**src/rtl/dcache_miss_ctrl.sv**
```systemverilog
// rtl/dcache_miss_ctrl.sv - dcache miss handler: victim writeback, block fetch, array fill
module dcache_miss_ctrl #(
    parameter int TAG_W   = 7,
    parameter int INDEX_W = 3,
    parameter int BLOCK_W = 64,
    parameter int ADDR_W  = 64
) (
    input  logic               clock,
    input  logic               reset,
    input  logic               miss_valid,
    output logic               miss_ready,
    input  logic               miss_is_store,
    input  logic [TAG_W-1:0]   miss_tag,
    input  logic [INDEX_W-1:0] miss_index,
    input  logic [BLOCK_W-1:0] miss_store_data,
    input  logic               victim_dirty,
    input  logic [TAG_W-1:0]   victim_tag,
    input  logic [BLOCK_W-1:0] victim_data,
    output logic               fill_en,
    output logic [TAG_W-1:0]   fill_tag,
    output logic [INDEX_W-1:0] fill_index,
    output logic [BLOCK_W-1:0] fill_data,
    output logic               fill_dirty,
    output logic               done_valid,
    output logic [BLOCK_W-1:0] done_data,
    output logic [1:0]         proc2mem_command,
    output logic [ADDR_W-1:0]  proc2mem_addr,
    output logic [BLOCK_W-1:0] proc2mem_data,
    input  logic [3:0]         mem2proc_response,
    input  logic [BLOCK_W-1:0] mem2proc_data,
    input  logic [3:0]         mem2proc_tag
);

    localparam int PAD_W = ADDR_W - TAG_W - INDEX_W - 3;

    localparam logic [1:0] CMD_NONE  = 2'd0;
    localparam logic [1:0] CMD_LOAD  = 2'd1;
    localparam logic [1:0] CMD_STORE = 2'd2;

    typedef enum logic [2:0] {
        S_IDLE  = 3'd0,
        S_WB    = 3'd1,
        S_FETCH = 3'd2,
        S_WAIT  = 3'd3,
        S_FILL  = 3'd4
    } state_t;

    state_t state_q, state_d;

    logic               is_store_q;
    logic [TAG_W-1:0]   tag_q;
    logic [INDEX_W-1:0] index_q;
    logic [BLOCK_W-1:0] store_data_q;
    logic [TAG_W-1:0]   vtag_q;
    logic [BLOCK_W-1:0] vdata_q;
    logic [3:0]         pend_tag_q;
    logic [BLOCK_W-1:0] fetch_data_q;

    logic accept;
    logic mem_accepted;
    logic ret_match;

    assign accept       = (state_q == S_IDLE) && miss_valid;
    assign mem_accepted = (mem2proc_response != 4'd0);
    assign ret_match    = (mem2proc_tag != 4'd0) && (mem2proc_tag == pend_tag_q);

    // State register; reset drops any in-flight transaction on the spot
    always_ff @(posedge clock or negedge reset) begin
        if (!reset) begin
            state_q <= S_IDLE;
        end else begin
            state_q <= state_d;
        end
    end

    // Next-state: writeback always precedes fetch; store misses never fetch
    always_comb begin
        state_d = state_q;
        case (state_q)
            S_IDLE: begin
                if (miss_valid) begin
                    if (victim_dirty)       state_d = S_WB;
                    else if (miss_is_store) state_d = S_FILL;
                    else                    state_d = S_FETCH;
                end
            end
            S_WB: begin
                if (mem_accepted) state_d = is_store_q ? S_FILL : S_FETCH;
            end
            S_FETCH: begin
                if (mem_accepted) state_d = S_WAIT;
            end
            S_WAIT: begin
                if (ret_match) state_d = S_FILL;
            end
            S_FILL:  state_d = S_IDLE;
            default: state_d = S_IDLE;
        endcase
    end

    // Transaction context: captured once at acceptance, tag/data from the memory bus
    always_ff @(posedge clock or negedge reset) begin
        if (!reset) begin
            is_store_q   <= 1'b0;
            tag_q        <= '0;
            index_q      <= '0;
            store_data_q <= '0;
            vtag_q       <= '0;
            vdata_q      <= '0;
            pend_tag_q   <= '0;
            fetch_data_q <= '0;
        end else begin
            if (state_q == S_IDLE) begin
                pend_tag_q <= '0;
            end
            if (accept) begin
                is_store_q   <= miss_is_store;
                tag_q        <= miss_tag;
                index_q      <= miss_index;
                store_data_q <= miss_store_data;
                vtag_q       <= victim_tag;
                vdata_q      <= victim_data;
            end
            if ((state_q == S_FETCH) && mem_accepted) begin
                pend_tag_q <= mem2proc_response;
            end
            if ((state_q == S_WAIT) && ret_match) begin
                fetch_data_q <= mem2proc_data;
            end
        end
    end

    // Outputs decoded from state; every field is zero outside the state that owns it
    always_comb begin
        miss_ready       = 1'b0;
        fill_en          = 1'b0;
        fill_tag         = '0;
        fill_index       = '0;
        fill_data        = '0;
        fill_dirty       = 1'b0;
        done_valid       = 1'b0;
        done_data        = '0;
        proc2mem_command = CMD_NONE;
        proc2mem_addr    = '0;
        proc2mem_data    = '0;
        case (state_q)
            S_IDLE: begin
                miss_ready = 1'b1;
            end
            S_WB: begin
                proc2mem_command = CMD_STORE;
                proc2mem_addr    = {{PAD_W{1'b0}}, vtag_q, index_q, 3'b000};
                proc2mem_data    = vdata_q;
            end
            S_FETCH: begin
                proc2mem_command = CMD_LOAD;
                proc2mem_addr    = {{PAD_W{1'b0}}, tag_q, index_q, 3'b000};
            end
            S_FILL: begin
                fill_en    = 1'b1;
                fill_tag   = tag_q;
                fill_index = index_q;
                fill_data  = is_store_q ? store_data_q : fetch_data_q;
                fill_dirty = is_store_q;
                done_valid = 1'b1;
                done_data  = is_store_q ? '0 : fetch_data_q;
            end
            default: begin
            end
        endcase
    end

endmodule

```
**config.mk**
```make
export PLATFORM = sky130hd
export DESIGN_NAME = dcache_miss_ctrl
export DESIGN_NICKNAME = d
export VERILOG_FILES = /design/src/rtl/dcache_miss_ctrl.sv
export SDC_FILE = /design/constraint.sdc
export NUM_CORES = 1
export LEC_CHECK = 0
export CAP_MARGIN = 10
export CORE_MARGIN = 10
export CORE_UTILIZATION = 25
export DETAILED_ROUTE_END_ITERATION = 10
export PLACE_DENSITY_LB_ADDON = 0.3
export RECOVER_POWER = 50
export SLEW_MARGIN = 20
export SYNTH_ARGS = -nofsm -noshare
export SYNTH_HDL_FRONTEND = slang
export SYNTH_SLANG_ARGS = --single-unit
```
**constraint.sdc**
```tcl
create_clock -name clock -period 4.76 [get_ports clock]
set_input_delay 0.952 -clock clock [delete_from_list [all_inputs] [get_ports clock]]
set_output_delay 0.952 -clock clock [all_outputs]
set_load 0.05 [all_outputs]
```
==> results of run 1 <==
[cells by family after synthesis]
family / count (synthesis)
flip-flops: 217
AO/OA/AOI/OAI: 23
XOR/XNOR: 4
AND/OR/NAND/NOR: 231
other: 1
multiplexers: 274
buffers and inverters: 114
[through the flow]
step           hold WS [ns]  cells  utilization (%)  instance area (µm²)  setup slack (ns)
3_3_place_gp          0.468   1844             38.0                16300              1.22
6_report              0.483   1892             39.6                17100             0.481
3_5_place_dp          0.477   1844             38.0                16300              1.16
4_1_cts               0.409   1888             39.8                17100             0.550
5_1_grt               0.511   1892             39.6                17100             0.263
2_1_floorplan         0.458    917                -                11100              1.50
[worst reg2reg max path: cells and delay by family, from the launching register on]
family,cells,cell delay [ns]
buffers and inverters,1,0.40
flip-flops,1,0.62
multiplexers,1,0.43
AND/OR/NAND/NOR,2,2.58
[cell usage after synthesis (all sizes together)]
cell type	number	area share, %
xor2	4	0.32
o21a	1	0.069
a21oi	2	0.092
a221oi	2	0.16
conb	1	0.034
mux2	210	24
nor2	75	2.6
a31o	1	0.080
nor4	2	0.17
clkbuf	26	0.89
dfrtp	217	50
and3	11	0.63
nand4	2	0.25
mux2i	64	5.9
nor2b	4	0.23
and2	130	7.5
nand2b	1	0.057
a22o	15	1.2
nand2	2	0.069
buf	86	5.7
nand3b	1	0.069
inv	2	0.069
nor3	2	0.24
o311a	1	0.092
or2	1	0.057
o21ai	1	0.046
[layout make-up]
cell class,count,area share (%)
Multi-Input combinational cell,586,28.8
Sequential cell,217,31.8
Tap cell,585,4.29
Antenna cell,4,0.0586
Clock buffer,42,4.59
Inverter,2,0.0440
Clock inverter,2,0.0586
Timing Repair Buffer,454,30.4
[registers in the layout, summed over array words and instances (netlist names)]
signal,cells
fetch_data_q,64
store_data_q,64
vdata_q,64
tag_q,7
vtag_q,7
pend_tag_q,4
index_q,3
state_q,3
is_store_q,1
[power groups by stage]
stage               registers [W]  clock network [W]  logic, W
finish                    0.00341            0.00189   0.00398
global route              0.00355            0.00205   0.00423
CTS                       0.00343            0.00197   0.00408
detailed placement        0.00345                  0   0.00406
global placement          0.00342                  0   0.00401
floorplan                 0.00309                  0   0.00304
[worst paths after layout]
kind	from	endpoint
setup / recovery	state_q[2]	proc2mem_addr[4]
hold / removal	store_data_q[52]	store_data_q[52]
setup reg to reg	state_q[2]	store_data_q[63]
hold reg to reg	store_data_q[52]	store_data_q[52]
max in group asynchronous	reset	store_data_q[63]
min in group asynchronous	reset	vdata_q[31]
[layer usage]
layer,vias up,global-route usage [%]
met4,2,3.87
met1,4032,15.5
met2,250,25.9
met3,32,4.24
li1,3668,-
met5,-,0
==> results by group, run 1 <==
Run status
  – Status: complete, but fails checks
  – Failing checks: capacitance limit, slew limit

Timing
  – Worst slew pin tran: 2.79 ns
  – Period utilisation layout: 89.9%
  – Max-slew headroom: -86.1%
  – Final setup fails: 0
  – TNS Setup: 0 ns
  – FMAX: 0.234 GHz
  – Max-slew violation count: 152
  – Tmin final: 4.28 ns
  – Skew final: 0.0143 ns
  – Hold Vio Cnt, Final: 0
  – RSZ-0062 raised after global routing: no

Clocking
  – Clock Path Buffers: 3
  – Clk Latency, worst-skew pair: 0.54 ns
  – Clk sink count: 217
  – Post-CTS Resized: 0
  – Worst-path clk slew: 0.06 ns
  – Clock root buffer: clkbuf_16
  – Post-CTS setup buffers: 0
  – Hold_buf cts: 0
  – TritonCTS clock tree: done
  – H-tree levels: 1
  – CTS Buf Count: 28

Floorplanning
  – DIE WIDTH: 229 µm
  – Chip height: 229 µm
  – Die ar.: 52400 µm²
  – I/O pin total: 494
  – Initial Utilization: 25.3%
  – Core Region: 43100 µm²
  – Site row count: 76

Place
  – Gp weighted congestion: 0.763
  – Port Buffers: 439
  – DP Wirelength: 29200 µm

Pwr
  – Leakage: 7.34 nW
  – Clock share of power: 20.4%
  – Combinational share of power: 42.9%
  – Peak VDD IR: 0.295 mV
  – Sw frac: 37.7%
  – Psw: 0.00350 W
  – P per Cell Area: 544 nW/µm²
  – Tot Pwr: 0.00929 W
  – Internal Pwr Total: 0.00578 W
  – Sequential Power Share: 36.7%

Drt
  – Top routing layer used: met5
  – Final ANT Viol Nets: 0
  – Met2 WL: 20600 µm
  – DRC: 0
  – Vias: 7984
  – DRT met1 WL: 14600 µm
  – Starting DRT DRC Count: 332
  – Met3 wire length: 2850 µm
  – DR pass1 iterations: 4
  – Wire per inst: 20.4 µm
  – Vias/cell: 4.22
  – WL final: 38700 µm

Setup path
  – CP Cell Sequence: nor2_1, and2_1, nor2_1, nor2b_1, clkdlybuf4s50_1
  – Setup CP Type: flip-flop to primary output
  – Most common cell on crit path: nor2_1
  – Slowest Stage Delay on Critical Path: 0.87 ns
  – Worst reg2reg path depth: 4
  – Slowest-stage cell, CP: clkdlybuf4s50_1
  – Worst EP required: 3.81 ns
  – Crit-path max FO: 19
  – Critical Path AT: 3.33 ns
  – Crit path buf inv count: 1
  – CP top delay family: simple AND/OR/NAND/NOR gates
  – Critical Path Sink Type: primary output
  – Startpoint Class: flip-flop
  – Levels on crit path: 5
  – R2R Setup Slk: 0.61 ns

Cells and area
  – Most common cell after layout, fill and taps aside: clkdlybuf4s50_1
  – Area of the multi-input gates: 4910 µm²
  – Layout net count: 1511
  – Layout cells sized above 1: 23.1%
  – Most frequent cells in the layout: clkdlybuf4s50_1, dfrtp_1, mux2_2
  – Reg area: 5430 µm²
  – P&R area growth vs syn: 56.5%
  – FILL cells: 4163

Yosys
  – Synth Area in Compound Gates: 1.74%
  – Synth warnings: 0
  – Mux contribution to synthesized area: 29.6%
  – Register area share after synthesis: 49.8%
  – Xor/xnor cell area share of the yosys netlist: 0.321%
  – Post-synthesis register bit count: 217
  – Mean area per synthesized cell: 12.6 µm²
  – Syn Inst Count: 864
  – Library cells used by synthesis: 35
  – Synthesized cell area: 10900 µm²
  – Adder-Cell Fraction of Synth Area: 0%
  – Post-Synth Simple-Gate Area: 11.9%
  – Largest family of logic cells by synthesized area: multiplexers

GRT
  – Total Routing Usage GR: 14.1%
  – Initial antenna violation count: 6
  – Vias in the first global route: 8643
  – Pin count of the biggest net entering global routing: 83
  – First-pass GRT wire length: 57800 µm
  – Total gr overflow: 0

Hold path
  – Worst hold path class: flip-flop to flip-flop
  – Hold Path Depth: 1

Job
  – Max-cap viol count: 3
(Power assumes the default switching activity.)
==> run 2: changes to the inputs <==
--- a/config.mk
+++ b/config.mk
@@ -6,6 +6,7 @@
 export NUM_CORES = 1
 export LEC_CHECK = 0
 export CAP_MARGIN = 10
+export CORE_ASPECT_RATIO = 1.2
 export CORE_MARGIN = 10
 export CORE_UTILIZATION = 25
 export DETAILED_ROUTE_END_ITERATION = 10
==> run 2 against run 1 <==
- the flow still finishes with violations (capacitance limit, slew limit)
- setup slack better by 0.047 ns
- wire length grew 1.6%
- register-to-register slack got worse by 0.02 ns
- critical path depth did not move
- sequential power about the same
- total power grew 2.2%
- sequential share of layout area up 0.091 points
- clock skew decreased by 0.0032 ns
- count of clock-buffer cells in the layout decreased by 3
- via count up 0.33%
==> results by group, run 2 (synthesized netlist as in run 1, its figures left out) <==
Cells and area
  – Layout net count: 1508
  – Area of the multi-input gates: 4960 µm²
  – Most common cell after layout, fill and taps aside: clkdlybuf4s50_1
  – FILL cells: 4118
  – Top flop regs: fetch_data_q: 64 flops, store_data_q: 64 flops, vdata_q: 64 flops
  – Reg area: 5430 µm²
  – Layout cells sized above 1: 24.7%
  – P&R area growth vs syn: 56.1%
  – Post-Route Utilization: 39.6%
  – Final Non-Filler Cells: 1857
  – Most frequent cells in the layout: clkdlybuf4s50_1, dfrtp_1, mux2_2

Clocking
  – Clock root buffer: clkbuf_16
  – Clk Latency, worst-skew pair: 0.54 ns
  – Clock Path Buffers: 3
  – H-tree levels: 1
  – Clk sink count: 217
  – Worst-path clk slew: 0.06 ns
  – Post-CTS Resized: 0
  – TritonCTS clock tree: done
  – Hold_buf cts: 0
  – Post-CTS setup buffers: 0
  – CTS Buf Count: 27

Place
  – Gp weighted congestion: 0.772
  – Port Buffers: 439
  – Inst Count DP: 1809
  – DP Wirelength: 29200 µm

Hold path
  – Hold Path Sink: store_data_q[48]
  – Worst hold path class: flip-flop to flip-flop
  – Hold Path Depth: 1
  – Hold Startpoint: store_data_q[48]

Timing
  – Tmin final: 4.23 ns
  – Skew final: 0.0111 ns
  – Max-slew violation count: 135
  – Hold Vio Cnt, Final: 0
  – Final setup fails: 0
  – RSZ-0062 raised after global routing: no
  – Period utilisation layout: 88.9%
  – TNS Setup: 0 ns
  – Max-slew headroom: -97.6%
  – Worst slew pin tran: 2.96 ns
  – FMAX: 0.236 GHz

Setup path
  – Most common cell on crit path: nor2_1
  – Worst R2R End: vdata_q[52]
  – Crit-path max FO: 19
  – R2R Setup Slk: 0.59 ns
  – Slowest Stage Delay on Critical Path: 0.82 ns
  – Reg2reg start: state_q[2]
  – Slowest-stage cell, CP: clkdlybuf4s50_1
  – Worst EP required: 3.81 ns
  – Crit path buf inv count: 1
  – CP Cell Sequence: nor2_1, and2_1, nor2_1, nor2b_1, clkdlybuf4s50_1
  – Startpoint Class: flip-flop
  – Critical Path Sink Type: primary output
  – Worst reg2reg path depth: 4
  – Critical Path AT: 3.28 ns
  – Setup CP Type: flip-flop to primary output
  – CP top delay family: simple AND/OR/NAND/NOR gates

Drt
  – WL final: 39300 µm
  – DR pass1 iterations: 4
  – Vias/cell: 4.31
  – DRC: 0
  – Vias: 8010
  – Starting DRT DRC Count: 312
  – Final ANT Viol Nets: 0
  – Wire per inst: 21.2 µm

Floorplanning
  – Core Region: 43000 µm²
  – Site row count: 83
  – Die ar.: 52400 µm²
  – I/O pin total: 494
  – Chip height: 249 µm
  – DIE WIDTH: 211 µm
  – Initial Utilization: 25.4%

Pwr
  – Peak VDD IR: 0.399 mV
  – Internal Pwr Total: 0.00597 W
  – Combinational share of power: 41.7%
  – P per Cell Area: 557 nW/µm²
  – Psw: 0.00352 W
  – Clock share of power: 22.2%
  – Sequential Power Share: 36.0%
  – Leakage: 7.40 nW
  – Sw frac: 37.1%

Job
  – Max-cap viol count: 2

GRT
  – Total Routing Usage GR: 14.4%
  – Vias in the first global route: 8609
  – Total gr overflow: 0
  – Initial antenna violation count: 4
  – First-pass GRT wire length: 58100 µm
  – Pin count of the biggest net entering global routing: 108

Run status
  – Failing checks: capacitance limit, slew limit
  – Status: complete, but fails checks
-- run 2: power by group through the flow --
stage | clock network [W] | logic, W | registers (W)
3_5_place_dp | 0 | 0.00400 | 0.00345
5_1_grt | 0.00226 | 0.00422 | 0.00355
4_1_cts | 0.00219 | 0.00402 | 0.00343
6_report | 0.00211 | 0.00396 | 0.00342
2_1_floorplan | 0 | 0.00304 | 0.00309
3_3_place_gp | 0 | 0.00397 | 0.00342
-- run 2: how the worst max path moves through the flow --
stage | slack, ns | cells after the start | end | start
after floorplan | 1.50 | 6 | proc2mem_addr[3] | state_q[2]
after global placement | 0.95 | 7 | fetch_data_q[16] | mem2proc_tag[0]
after detailed placement | 0.94 | 7 | fetch_data_q[25] | mem2proc_tag[0]
after CTS | 0.44 | 4 | fill_data[7] | state_q[2]
after global routing | 0.26 | 5 | proc2mem_addr[4] | state_q[2]
final | 0.53 | 5 | proc2mem_addr[5] | state_q[2]
-- run 2: cell type report --
cell class / count / share of cell area [%]
multi-input cells: 586 / 29.1
diodes: 2 / 0.0294
well taps: 552 / 4.06
clock inverters: 7 / 0.514
flip-flops and latches: 217 / 31.9
clock buffers: 39 / 4.82
inverters: 2 / 0.0441
repair buffers: 452 / 29.5
-- run 2: worst register-to-register path: cells and delay by family (launching register included) --
family / cells / cell delay [ns]
buffers and inverters: 1 / 0.57
DFF: 1 / 0.62
muxes: 1 / 0.39
and+or+nand+nor: 2 / 2.47
-- run 2: stage by stage --
stage          hold slack (ns)  worst slack (ns)  instance area [µm²]  power [W]
6_report                 0.487             0.529                17000    0.00949
3_3_place_gp             0.467             0.952                16100    0.00739
4_1_cts                  0.491             0.442                17000    0.00963
3_5_place_dp             0.478             0.936                16100    0.00745
2_1_floorplan            0.458              1.50                11100    0.00613
5_1_grt                  0.508             0.262                17000     0.0100
-- run 2: metal layers --
metal / up-vias / track usage [%] / part of all wire (%)
met5: - / 0 / 0.059
met3: 40 / 5.03 / 9.2
li1: 3675 / - / -
met4: 4 / 3.68 / 1.7
met1: 3999 / 15.3 / 37
met2: 292 / 26.5 / 52
